==> src/rtl/uart_rx_pkg.sv <==
// ============================================================================
//  Module      : uart_rx_pkg
//  Description : Shared types and constants for the UART RX frame checker.
//  Revision    : 1.0 - initial release
// ============================================================================
`default_nettype none

package uart_rx_pkg;

    typedef enum logic [2:0] {
        ST_IDLE   = 3'd0,
        ST_START  = 3'd1,
        ST_DATA   = 3'd2,
        ST_PARITY = 3'd3,
        ST_STOP   = 3'd4
    } rx_state_e;

    localparam logic PAR_EVEN = 1'b0;
    localparam logic PAR_ODD  = 1'b1;

    localparam int STK_STRT = 0;
    localparam int STK_PAR  = 1;
    localparam int STK_STP  = 2;

    // Even parity expects the running XOR itself, odd parity its complement.
    function automatic logic expected_parity(input logic acc, input logic par_type);
        logic result;
        result = (par_type == PAR_ODD) ? ~acc : acc;
        return result;
    endfunction

endpackage

`default_nettype wire

==> src/rtl/uart_err_stats.sv <==
// ============================================================================
//  Module      : uart_err_stats
//  Description : Sticky error flags and saturating good/bad frame counters.
//  Revision    : 1.0 - initial release
// ============================================================================
`default_nettype none

module uart_err_stats
    import uart_rx_pkg::*;
#(
    parameter int CNT_WIDTH = 8
) (
    input  logic                 clk,
    input  logic                 rst,
    input  logic                 err_clr,
    input  logic                 strt_evt,
    input  logic                 par_evt,
    input  logic                 stp_evt,
    input  logic                 ok_evt,
    input  logic                 err_evt,
    output logic [2:0]           err_sticky,
    output logic [CNT_WIDTH-1:0] ok_cnt,
    output logic [CNT_WIDTH-1:0] err_cnt
);

    localparam logic [CNT_WIDTH-1:0] CNT_MAX = '1;
    localparam logic [CNT_WIDTH-1:0] CNT_ONE = CNT_WIDTH'(1);

    logic [2:0]           sticky_q, sticky_d;
    logic [CNT_WIDTH-1:0] ok_cnt_q, ok_cnt_d;
    logic [CNT_WIDTH-1:0] err_cnt_q, err_cnt_d;

    // A new event beats a simultaneous clear: the clear is applied first.
    function automatic logic [CNT_WIDTH-1:0] cnt_next(
        input logic [CNT_WIDTH-1:0] cur,
        input logic                 evt,
        input logic                 clr
    );
        logic [CNT_WIDTH-1:0] result;
        if (evt) begin
            if (clr)
                result = CNT_ONE;
            else if (cur == CNT_MAX)
                result = cur;
            else
                result = cur + CNT_ONE;
        end else if (clr) begin
            result = '0;
        end else begin
            result = cur;
        end
        return result;
    endfunction

    always_comb begin
        sticky_d           = sticky_q;
        sticky_d[STK_STRT] = strt_evt | (sticky_q[STK_STRT] & ~err_clr);
        sticky_d[STK_PAR]  = par_evt  | (sticky_q[STK_PAR]  & ~err_clr);
        sticky_d[STK_STP]  = stp_evt  | (sticky_q[STK_STP]  & ~err_clr);
        ok_cnt_d           = cnt_next(ok_cnt_q, ok_evt, err_clr);
        err_cnt_d          = cnt_next(err_cnt_q, err_evt, err_clr);
    end

    always_ff @(posedge clk or negedge rst) begin
        if (!rst) begin
            sticky_q  <= '0;
            ok_cnt_q  <= '0;
            err_cnt_q <= '0;
        end else begin
            sticky_q  <= sticky_d;
            ok_cnt_q  <= ok_cnt_d;
            err_cnt_q <= err_cnt_d;
        end
    end

    assign err_sticky = sticky_q;
    assign ok_cnt     = ok_cnt_q;
    assign err_cnt    = err_cnt_q;

endmodule

`default_nettype wire

==> src/rtl/uart_frame_check.sv <==
// ============================================================================
//  Module      : uart_frame_check
//  Description : UART RX frame checker: start/data/parity/stop tracking,
//                data assembly, error pulses and statistics.
//  Revision    : 1.0 - initial release
// ============================================================================
`default_nettype none

module uart_frame_check
    import uart_rx_pkg::*;
#(
    parameter int DATA_WIDTH = 8,
    parameter int CNT_WIDTH  = 8
) (
    input  logic                  clk,
    input  logic                  rst,
    input  logic                  frame_start,
    input  logic                  sample_valid,
    input  logic                  sampled_bit,
    input  logic                  par_en,
    input  logic                  par_type,
    input  logic                  stop2,
    input  logic                  err_clr,
    output logic [DATA_WIDTH-1:0] data_out,
    output logic                  data_valid,
    output logic                  frame_done,
    output logic                  strt_glitch,
    output logic                  par_err,
    output logic                  stp_err,
    output logic [2:0]            err_sticky,
    output logic [CNT_WIDTH-1:0]  ok_cnt,
    output logic [CNT_WIDTH-1:0]  err_cnt
);

    localparam int             BW       = $clog2(DATA_WIDTH);
    localparam logic [BW-1:0]  BIT_LAST = BW'(DATA_WIDTH - 1);
    localparam logic [BW-1:0]  BIT_ONE  = BW'(1);

    rx_state_e             state_q, state_d;
    logic [BW-1:0]         bit_cnt_q, bit_cnt_d;
    logic [DATA_WIDTH-1:0] shift_q, shift_d;
    logic [DATA_WIDTH-1:0] data_out_q, data_out_d;
    logic                  acc_q, acc_d;
    logic                  ferr_q, ferr_d;
    logic                  stop_idx_q, stop_idx_d;
    logic                  par_en_q, par_en_d;
    logic                  par_type_q, par_type_d;
    logic                  stop2_q, stop2_d;
    logic                  data_valid_q, data_valid_d;
    logic                  frame_done_q, frame_done_d;
    logic                  strt_glitch_q, strt_glitch_d;
    logic                  par_err_q, par_err_d;
    logic                  stp_err_q, stp_err_d;
    logic                  ok_evt, err_evt;

    always_comb begin
        state_d       = state_q;
        bit_cnt_d     = bit_cnt_q;
        shift_d       = shift_q;
        data_out_d    = data_out_q;
        acc_d         = acc_q;
        ferr_d        = ferr_q;
        stop_idx_d    = stop_idx_q;
        par_en_d      = par_en_q;
        par_type_d    = par_type_q;
        stop2_d       = stop2_q;
        data_valid_d  = 1'b0;
        frame_done_d  = 1'b0;
        strt_glitch_d = 1'b0;
        par_err_d     = 1'b0;
        stp_err_d     = 1'b0;
        ok_evt        = 1'b0;
        err_evt       = 1'b0;

        case (state_q)
            ST_IDLE: begin
                // Frame configuration is frozen here for the whole frame.
                if (frame_start) begin
                    par_en_d   = par_en;
                    par_type_d = par_type;
                    stop2_d    = stop2;
                    acc_d      = 1'b0;
                    ferr_d     = 1'b0;
                    state_d    = ST_START;
                end
            end

            ST_START: begin
                if (sample_valid) begin
                    if (sampled_bit) begin
                        strt_glitch_d = 1'b1;
                        err_evt       = 1'b1;
                        state_d       = ST_IDLE;
                    end else begin
                        bit_cnt_d = '0;
                        state_d   = ST_DATA;
                    end
                end
            end

            ST_DATA: begin
                if (sample_valid) begin
                    shift_d = {sampled_bit, shift_q[DATA_WIDTH-1:1]};
                    acc_d   = acc_q ^ sampled_bit;
                    if (bit_cnt_q == BIT_LAST) begin
                        stop_idx_d = 1'b0;
                        state_d    = par_en_q ? ST_PARITY : ST_STOP;
                    end else begin
                        bit_cnt_d = bit_cnt_q + BIT_ONE;
                    end
                end
            end

            ST_PARITY: begin
                if (sample_valid) begin
                    if (sampled_bit != expected_parity(acc_q, par_type_q)) begin
                        par_err_d = 1'b1;
                        ferr_d    = 1'b1;
                    end
                    stop_idx_d = 1'b0;
                    state_d    = ST_STOP;
                end
            end

            ST_STOP: begin
                if (sample_valid) begin
                    if (!sampled_bit) begin
                        stp_err_d = 1'b1;
                        ferr_d    = 1'b1;
                    end
                    if (stop2_q && !stop_idx_q) begin
                        stop_idx_d = 1'b1;
                    end else begin
                        state_d      = ST_IDLE;
                        frame_done_d = 1'b1;
                        // ferr_q misses an error on this very stop bit, so check it too.
                        if (ferr_q || !sampled_bit) begin
                            err_evt = 1'b1;
                        end else begin
                            data_valid_d = 1'b1;
                            data_out_d   = shift_q;
                            ok_evt       = 1'b1;
                        end
                    end
                end
            end

            default: begin
                state_d = ST_IDLE;
            end
        endcase
    end

    always_ff @(posedge clk or negedge rst) begin
        if (!rst) begin
            state_q       <= ST_IDLE;
            bit_cnt_q     <= '0;
            shift_q       <= '0;
            data_out_q    <= '0;
            acc_q         <= 1'b0;
            ferr_q        <= 1'b0;
            stop_idx_q    <= 1'b0;
            par_en_q      <= 1'b0;
            par_type_q    <= 1'b0;
            stop2_q       <= 1'b0;
            data_valid_q  <= 1'b0;
            frame_done_q  <= 1'b0;
            strt_glitch_q <= 1'b0;
            par_err_q     <= 1'b0;
            stp_err_q     <= 1'b0;
        end else begin
            state_q       <= state_d;
            bit_cnt_q     <= bit_cnt_d;
            shift_q       <= shift_d;
            data_out_q    <= data_out_d;
            acc_q         <= acc_d;
            ferr_q        <= ferr_d;
            stop_idx_q    <= stop_idx_d;
            par_en_q      <= par_en_d;
            par_type_q    <= par_type_d;
            stop2_q       <= stop2_d;
            data_valid_q  <= data_valid_d;
            frame_done_q  <= frame_done_d;
            strt_glitch_q <= strt_glitch_d;
            par_err_q     <= par_err_d;
            stp_err_q     <= stp_err_d;
        end
    end

    uart_err_stats #(
        .CNT_WIDTH (CNT_WIDTH)
    ) u_stats (
        .clk        (clk),
        .rst        (rst),
        .err_clr    (err_clr),
        .strt_evt   (strt_glitch_d),
        .par_evt    (par_err_d),
        .stp_evt    (stp_err_d),
        .ok_evt     (ok_evt),
        .err_evt    (err_evt),
        .err_sticky (err_sticky),
        .ok_cnt     (ok_cnt),
        .err_cnt    (err_cnt)
    );

    assign data_out    = data_out_q;
    assign data_valid  = data_valid_q;
    assign frame_done  = frame_done_q;
    assign strt_glitch = strt_glitch_q;
    assign par_err     = par_err_q;
    assign stp_err     = stp_err_q;

endmodule

`default_nettype wire

==> config.mk <==
export PLATFORM = sky130hd
export DESIGN_NAME = uart_frame_check
export DESIGN_NICKNAME = d
export VERILOG_FILES = /design/src/rtl/uart_rx_pkg.sv /design/src/rtl/uart_err_stats.sv /design/src/rtl/uart_frame_check.sv
export SDC_FILE = /design/constraint.sdc
export NUM_CORES = 1
export LEC_CHECK = 0
export BUFFER_PORTS_ARGS = -buffer_cell sky130_fd_sc_hd__buf_2
export CORE_MARGIN = 2
export CORE_UTILIZATION = 40
export CTS_CLUSTER_SIZE = 30
export DETAILED_ROUTE_END_ITERATION = 7
export PLACE_DENSITY = 0.69
export SLEW_MARGIN = 0
export SYNTH_ARGS = -nofsm -noshare
export SYNTH_HDL_FRONTEND = slang
export SYNTH_SLANG_ARGS = --single-unit
==> constraint.sdc <==
create_clock -name clk -period 5.35 [get_ports clk]
set_input_delay 1.605 -clock clk [delete_from_list [all_inputs] [get_ports clk]]
set_output_delay 1.605 -clock clk [all_outputs]
set_load 0.01 [all_outputs]
==> Word-level counts from Yosys, hierarchy flattened <==
Index checks and enable logic that the tools add are counted.
{ "word_totals": {"ff_bits": 52, "latch_bits": 0, "mem_bits_rw": 0, "mem_bits_ro": 0, "output_inout_bits": 32, "wordCells": 132, "memories": 0} }
{ "op_classes": {"add_sub_neg": 3, "multipliers": 0, "div_mod_pow": 0, "n_lt_le_gt_ge": 0, "n_eq_ne": 22, "n_shift": 0, "n_mux": 57, "bitwise": 11, "reduce_logical": 21} }
{ "op_table": {"columns": ["operator", "count"], "rows": [
  ["8-bit two-way mux", 7],
  ["3-bit two-way mux", 12],
  ["1-bit two-way mux", 31],
  ["2-bit inequality test (second input constant)", 14],
  ["8-bit by 1-bit adder with 8-bit output (second input constant)", 2],
  ["8-bit equality test (second input constant)", 2],
  ["3-bit case mux with 5 select lines", 1],
  ["6-bit AND reduction", 2],
  ["2-bit AND reduction", 4],
  ["2-bit nonzero test", 4],
  ["7-bit AND reduction", 1],
  ["3-bit by 2-bit equality test with 1-bit output (second input constant)", 2],
  ["3-bit equality test (second input constant)", 2],
  ["1-bit case mux with 3 select lines", 2],
  ["3-bit case mux with 2 select lines", 1],
  ["3-bit nonzero test", 2],
  ["5-bit AND reduction", 1],
  ["1-bit NOT", 4],
  ["1-bit case mux with 2 select lines", 2],
  ["4-bit AND reduction", 1],
  ["3-bit by 1-bit adder with 3-bit output (second input constant)", 1],
  ["1-bit AND", 3],
  ["3-bit by 1-bit equality test with 1-bit output (second input constant)", 1],
  ["3-bit zero test", 1],
  ["8 further kinds", 11]
]} }

==> Logic depth before layout (Yosys ltp) <==
{ "logic_depth": {"word_depth": 8, "ltp_mapped": 7, "mapped_depth_nobuf": 6} }

==> Hierarchy <==
From an unflattened synthesis, not the netlist that was laid out.
{ "unflattened": {"hier_cells": 221, "area_unflattened_um2": 2459.9} }
{ "by_module_without_submodules": {"columns": ["module", "n_inst", "cells_per_inst", "area_each_um2", "seq_area_each_um2"], "rows": [
  ["uart_frame_check", 1, 114, 1417.6, 825.8],
  ["uart_err_stats", 1, 107, 1042.2, 475.5]
]} }

==> Least setup slack after synthesis <==
Ideal clock, no wire load.
{ "synth_timing": {"path_kind": "input to register", "from": "in sampled_bit", "to": "reg u_stats.err_cnt_q[2] (netlist: u_stats.err_cnt[2])", "setup_time_ns": 0.125, "t_arrival_ns": 2.988, "t_required_ns": 5.225, "slack_ns": 2.238, "cell_stages": 6, "n_path_buf": 2, "path_cell_list": "buf_2 > nand2_1 > or3_1 > clkbuf_1 > a211oi_1 > mux2_2"} }
{ "synth_between": {"elab_chain_len": 8, "word_cells_on_any_way": 11, "cone_classes": "mux: 7; reduce/logical: 4"} }
{ "synth_lines": {"columns": ["item", "line", "text"], "rows": [
  ["start, declared", "uart_frame_check.sv:19", "input logic sampled_bit,"],
  ["1-bit zero test", "uart_frame_check.sv:137", "if (ferr_q || !sampled_bit) begin"],
  ["1-bit logical OR", "uart_frame_check.sv:137", null],
  ["1-bit two-way mux", "uart_frame_check.sv:137", null],
  ["1-bit two-way mux", "uart_frame_check.sv:131", "if (stop2_q && !stop_idx_q) begin"],
  ["1-bit two-way mux", "uart_frame_check.sv:126", "if (sample_valid) begin"],
  ["1-bit case mux with 2 select lines (*)", "uart_frame_check.sv:75", "case (state_q)"],
  ["2-bit nonzero test (no source line)", null, null],
  ["2-bit AND reduction (no source line)", null, null],
  ["end signal, assigned", "uart_err_stats.sv:72", "err_cnt_q <= err_cnt_d;"],
  ["end, declared", "uart_err_stats.sv:31", "logic [CNT_WIDTH-1:0] err_cnt_q, err_cnt_d;"]
]} }
Every way passes the cells marked *; elsewhere a longest branch is shown, timed or not.
A chain may end at the register's enable or synchronous reset.

==> Worst setup path after layout <==
{ "layout_timing": {"from": "in sample_valid", "to": "reg u_stats.ok_cnt_q[4] (netlist: u_stats.ok_cnt[4])"} }
{ "layout_between": {"elab_chain_len": 4, "word_cells_on_any_way": 5, "cone_classes": "mux: 3; reduce/logical: 2"} }
{ "layout_lines": {"columns": ["item", "line", "text"], "rows": [
  ["start, declared", "uart_frame_check.sv:18", "input logic sample_valid,"],
  ["1-bit two-way mux (*)", "uart_frame_check.sv:126", null],
  ["1-bit two-way mux (*)", "uart_frame_check.sv:75", null],
  ["2-bit nonzero test (no source line)", null, null],
  ["2-bit AND reduction (no source line)", null, null],
  ["end signal, assigned", "uart_err_stats.sv:71", "ok_cnt_q <= ok_cnt_d;"],
  ["end, declared", "uart_err_stats.sv:30", "logic [CNT_WIDTH-1:0] ok_cnt_q, ok_cnt_d;"]
]} }
Marks and branches as above.

==> out/summary.log <==
INFO  setup_path     crit_path_top_delay_cell=sky130_fd_sc_hd__or3_1
INFO  sta            setup_viol_count_final=0
INFO  clock_tree     clock_path_buffers=2
INFO  clock_tree     cts_hold_bufs=0
INFO  clock_tree     clk_slew_on_worst_s_h_paths=0.10ns
INFO  logic_synthesis synth.yosys.warnings=0
INFO  detailed_routing drt-vias-per-instance=5.40
INFO  logic_synthesis async_flop_share=100%
INFO  setup_path     cp_num_buf_inv=2
INFO  clock_tree     clkLatencyLatePin=0.31ns
INFO  detailed_routing ant_nets=0
INFO  sta            totalNegativeSetupSlack=0ns
INFO  logic_synthesis syn_area=0.00259mm^2
INFO  logic_synthesis ys_ff_latch=52
INFO  grt            grt_max_degree=53
INFO  cells_and_area antennaDiodeCount=0
INFO  grt            number_of_global_route_vias_before_repair=1753
INFO  sta            final_max_slew_viol_count=0
INFO  run            cap_violations=0
INFO  sta            tightest_slew=1.06ns
INFO  place          dpl.hpwl=3470um
INFO  sta            worst_clock_skew=0.0140ns
INFO  sta            final_hold_viol_count=0
INFO  setup_path     r2r.worst_path.cells=5
INFO  cells_and_area final-instance-count-excl-fill=356
INFO  cells_and_area utilization=46.5%
INFO  sta            max-slew-margin-rel=28.6%
INFO  detailed_routing wl_per_cell=13.7um
INFO  clock_tree     sinks_on_clock_net=52
INFO  detailed_routing route.detailed.drc=0
INFO  detailed_routing met2_wire_length=2320um
INFO  setup_path     cp_slowest_stage_delay=0.56ns
INFO  logic_synthesis synth_top_area_share=50.3%
INFO  cells_and_area post-route-cell-area=0.00293mm^2
INFO  floorplanning  rows=29
INFO  power          worst_vdd_rail_ir_drop=0.000195V
INFO  logic_synthesis synth_top_cells_by_count=sky130_fd_sc_hd__dfrtp_1, sky130_fd_sc_hd__nand2_1, sky130_fd_sc_hd__mux2_2
INFO  grt            grt_antenna_before_repair=0
INFO  floorplanning  boundaryPins=41
INFO  setup_path     cpLargestDelayFamily=simple AND/OR/NAND/NOR gates
INFO  setup_path     cp_cell_sequence=buf_2 > nand4bb_4 > or3_1 > inv_1 > nand4_1 > mux2_2
INFO  logic_synthesis synth_ff_type=sky130_fd_sc_hd__dfrtp_1
INFO  logic_synthesis postSynthNetCount=256
INFO  setup_path     critical_path.max_fanout=16
INFO  logic_synthesis syn-mean-instance-area=10.6um^2
INFO  detailed_routing routed_met3_length=216um
INFO  logic_synthesis synth_enable_flop_cells=0
INFO  place          placed_area=0.00283mm^2
INFO  floorplanning  die-area=0.00713mm^2
INFO  cells_and_area area_delta_synth_final=13.4%
INFO  setup_path     worstSetupEndpointType=flip-flop
INFO  detailed_routing highest_signal_layer=met4
INFO  place          buffer_ports.inserted=40
INFO  place          gp_routability_congestion=0.823
INFO  place          placed_cells_incl_taps=348
INFO  detailed_routing finalWirelength=4890um
INFO  floorplanning  floorplan.initialDensity=41.0%
INFO  cells_and_area n_fill_cell=619
INFO  setup_path     worstPathRequired=5.55ns
INFO  grt            grt_pass1_wl=8220um
INFO  grt            grt_overflow_total=0
INFO  sta            min_period_over_period=58.5%
INFO  clock_tree     cts_tree=yes
INFO  setup_path     worst_ep_arrival_time=3.33ns
INFO  floorplanning  chipWidth=84.4um
INFO  power          power_density=389mW/mm^2
INFO  clock_tree     cts.repair.resized=0
INFO  power          final_total_pwr=1.14mW
INFO  logic_synthesis unique_cell_type_count_in_the_yosys_netlist=48
INFO  sta            layout_min_cycle_time=3.13ns
INFO  sta            grt_setup_unrepaired=false
INFO  detailed_routing dr_total_vias=1924
INFO  logic_synthesis synth_area_leader=sky130_fd_sc_hd__dfrtp_1
INFO  setup_path     timing.setup.critical_path_class=primary input to flip-flop
INFO  clock_tree     postCtsSetupBuffers=0
INFO  clock_tree     root_buffer=sky130_fd_sc_hd__clkbuf_8
INFO  logic_synthesis synthesis.instances=243
INFO  floorplanning  chipHeight=84.4um
INFO  run_status     run_status=finished, final reports clean
INFO  clock_tree     tritoncts.num_buffers=5
INFO  worst_hold_path hold_path_class=flip-flop to flip-flop
INFO  floorplanning  coreArea=0.00631mm^2
INFO  logic_synthesis ys_top_cells_by_area=sky130_fd_sc_hd__dfrtp_1, sky130_fd_sc_hd__mux2_2, sky130_fd_sc_hd__nand2_1
INFO  detailed_routing drt_iter0_drc=93
INFO  clock_tree     cts.htree.levels=2
INFO  sta            max_freq=320MHz
INFO  setup_path     worstSetupPathDepth=6
INFO  grt            groute.usage.overall=14.2%
INFO  logic_synthesis yosys.cell_count.top_type=sky130_fd_sc_hd__dfrtp_1
INFO  detailed_routing detail_route.wirelength.met1=2260um
INFO  worst_hold_path timing.hold.worst_path_depth=2
INFO  cells_and_area final_layout_size_suffix_gt1_share=27.6%
INFO  detailed_routing drt_pass1_iterations=4
INFO  logic_synthesis synth_seq_area_share=50.3%
INFO  cells_and_area num-nets-final=291
INFO  power          p_leak=1.45nW
INFO  setup_path     timing.critical_path.from_type=primary input
## power by group
part           internal [mW]  total (mW)  switching, mW
Clock                  0.139       0.263          0.124
Combinational          0.163       0.311          0.148
Sequential             0.479       0.567         0.0883
Total                  0.781        1.14          0.360
## sequential cells by signal (all words and copies together), names as in the netlist, 3 cells and up
signal	flops
bit_cnt_q	3
state_q	3
u_stats.err_cnt	8
shift_q	8
data_out	8
u_stats.err_sticky	3
u_stats.ok_cnt	8
## worst register-to-register path, cell delays in order, from the launching register on
cell                        delay [ns]
sky130_fd_sc_hd__dfrtp_1          0.58
sky130_fd_sc_hd__nand4bb_4        0.36
sky130_fd_sc_hd__or3_1            0.56
sky130_fd_sc_hd__inv_1            0.40
sky130_fd_sc_hd__nand4_1          0.16
sky130_fd_sc_hd__mux2_2           0.29
## cells by family (layout without fill, tap and decap cells)
| group | after synthesis | count (layout) | share of synthesized area [%] |
|---|---|---|---|
| AOI/OAI and AO/OA | 48 | 48 | 13.8 |
| xor gates and xnor gates | 3 | 3 | 1.02 |
| adders and majority gates | 4 | 4 | 1.94 |
| buffers and inverters | 25 | 61 | 4.26 |
| DFF | 52 | 52 | 50.3 |
| muxes | 21 | 21 | 9.14 |
| and+or+nand+nor | 90 | 90 | 19.5 |
## per-layer routing
| layer | up-vias | GRT usage [%] |
|---|---|---|
| met4 | 0 | 5.63 |
| met5 | - | 0 |
| met1 | 942 | 19.6 |
| li1 | 942 | - |
| met2 | 35 | 22.1 |
| met3 | 5 | 3.15 |
## worst paths after layout
path | from | endpoint | slack, ns
max in group asynchronous | rst | u_stats.err_sticky[2] | 3.50
worst min-delay path | data_out[3] | data_out[3] | 0.48
worst max-delay path | sample_valid | u_stats.ok_cnt[4] | 2.22
worst min register to register | data_out[3] | data_out[3] | 0.48
worst max register to register | state_q[0] | u_stats.ok_cnt[4] | 2.91
min in group asynchronous | rst | u_stats.ok_cnt[7] | 1.39
## per-stage QoR
step                hold WS (ns)  worst slack [ns]
finish                     0.478              2.22
global route               0.509              2.07
CTS                        0.485              2.21
detailed placement         0.462              1.88
global placement           0.460              1.92
floorplan                  0.435              2.24
## area by class of cell
class | count | area [um^2] | share of cell area [%]
clock inverters | 2 | 35.0 | 1.19
multi-input cells | 166 | 1170 | 40.1
repair buffers | 41 | 208 | 7.08
well taps | 77 | 96.3 | 3.28
inverters | 12 | 45.0 | 1.54
clock buffers | 6 | 72.6 | 2.47
flip-flops and latches | 52 | 1300 | 44.4
## cells in the final DEF (no fill, tap or decap), drive strengths merged, types with 3 or more instances in the layout
master,instances
nand2,31
a21oi,9
nor3,3
nor2,12
clkbuf,6
nor2b,10
or4,3
inv,12
a2111oi,3
a21o,5
nor4,3
or3,3
buf,41
a211oi,6
nand2b,4
nand3,4
o21ai,6
dfrtp,52
ha,4
mux2,21
a31o,3
and4,5
nand4,5
No activity file was read; power rests on OpenSTA's default activity.
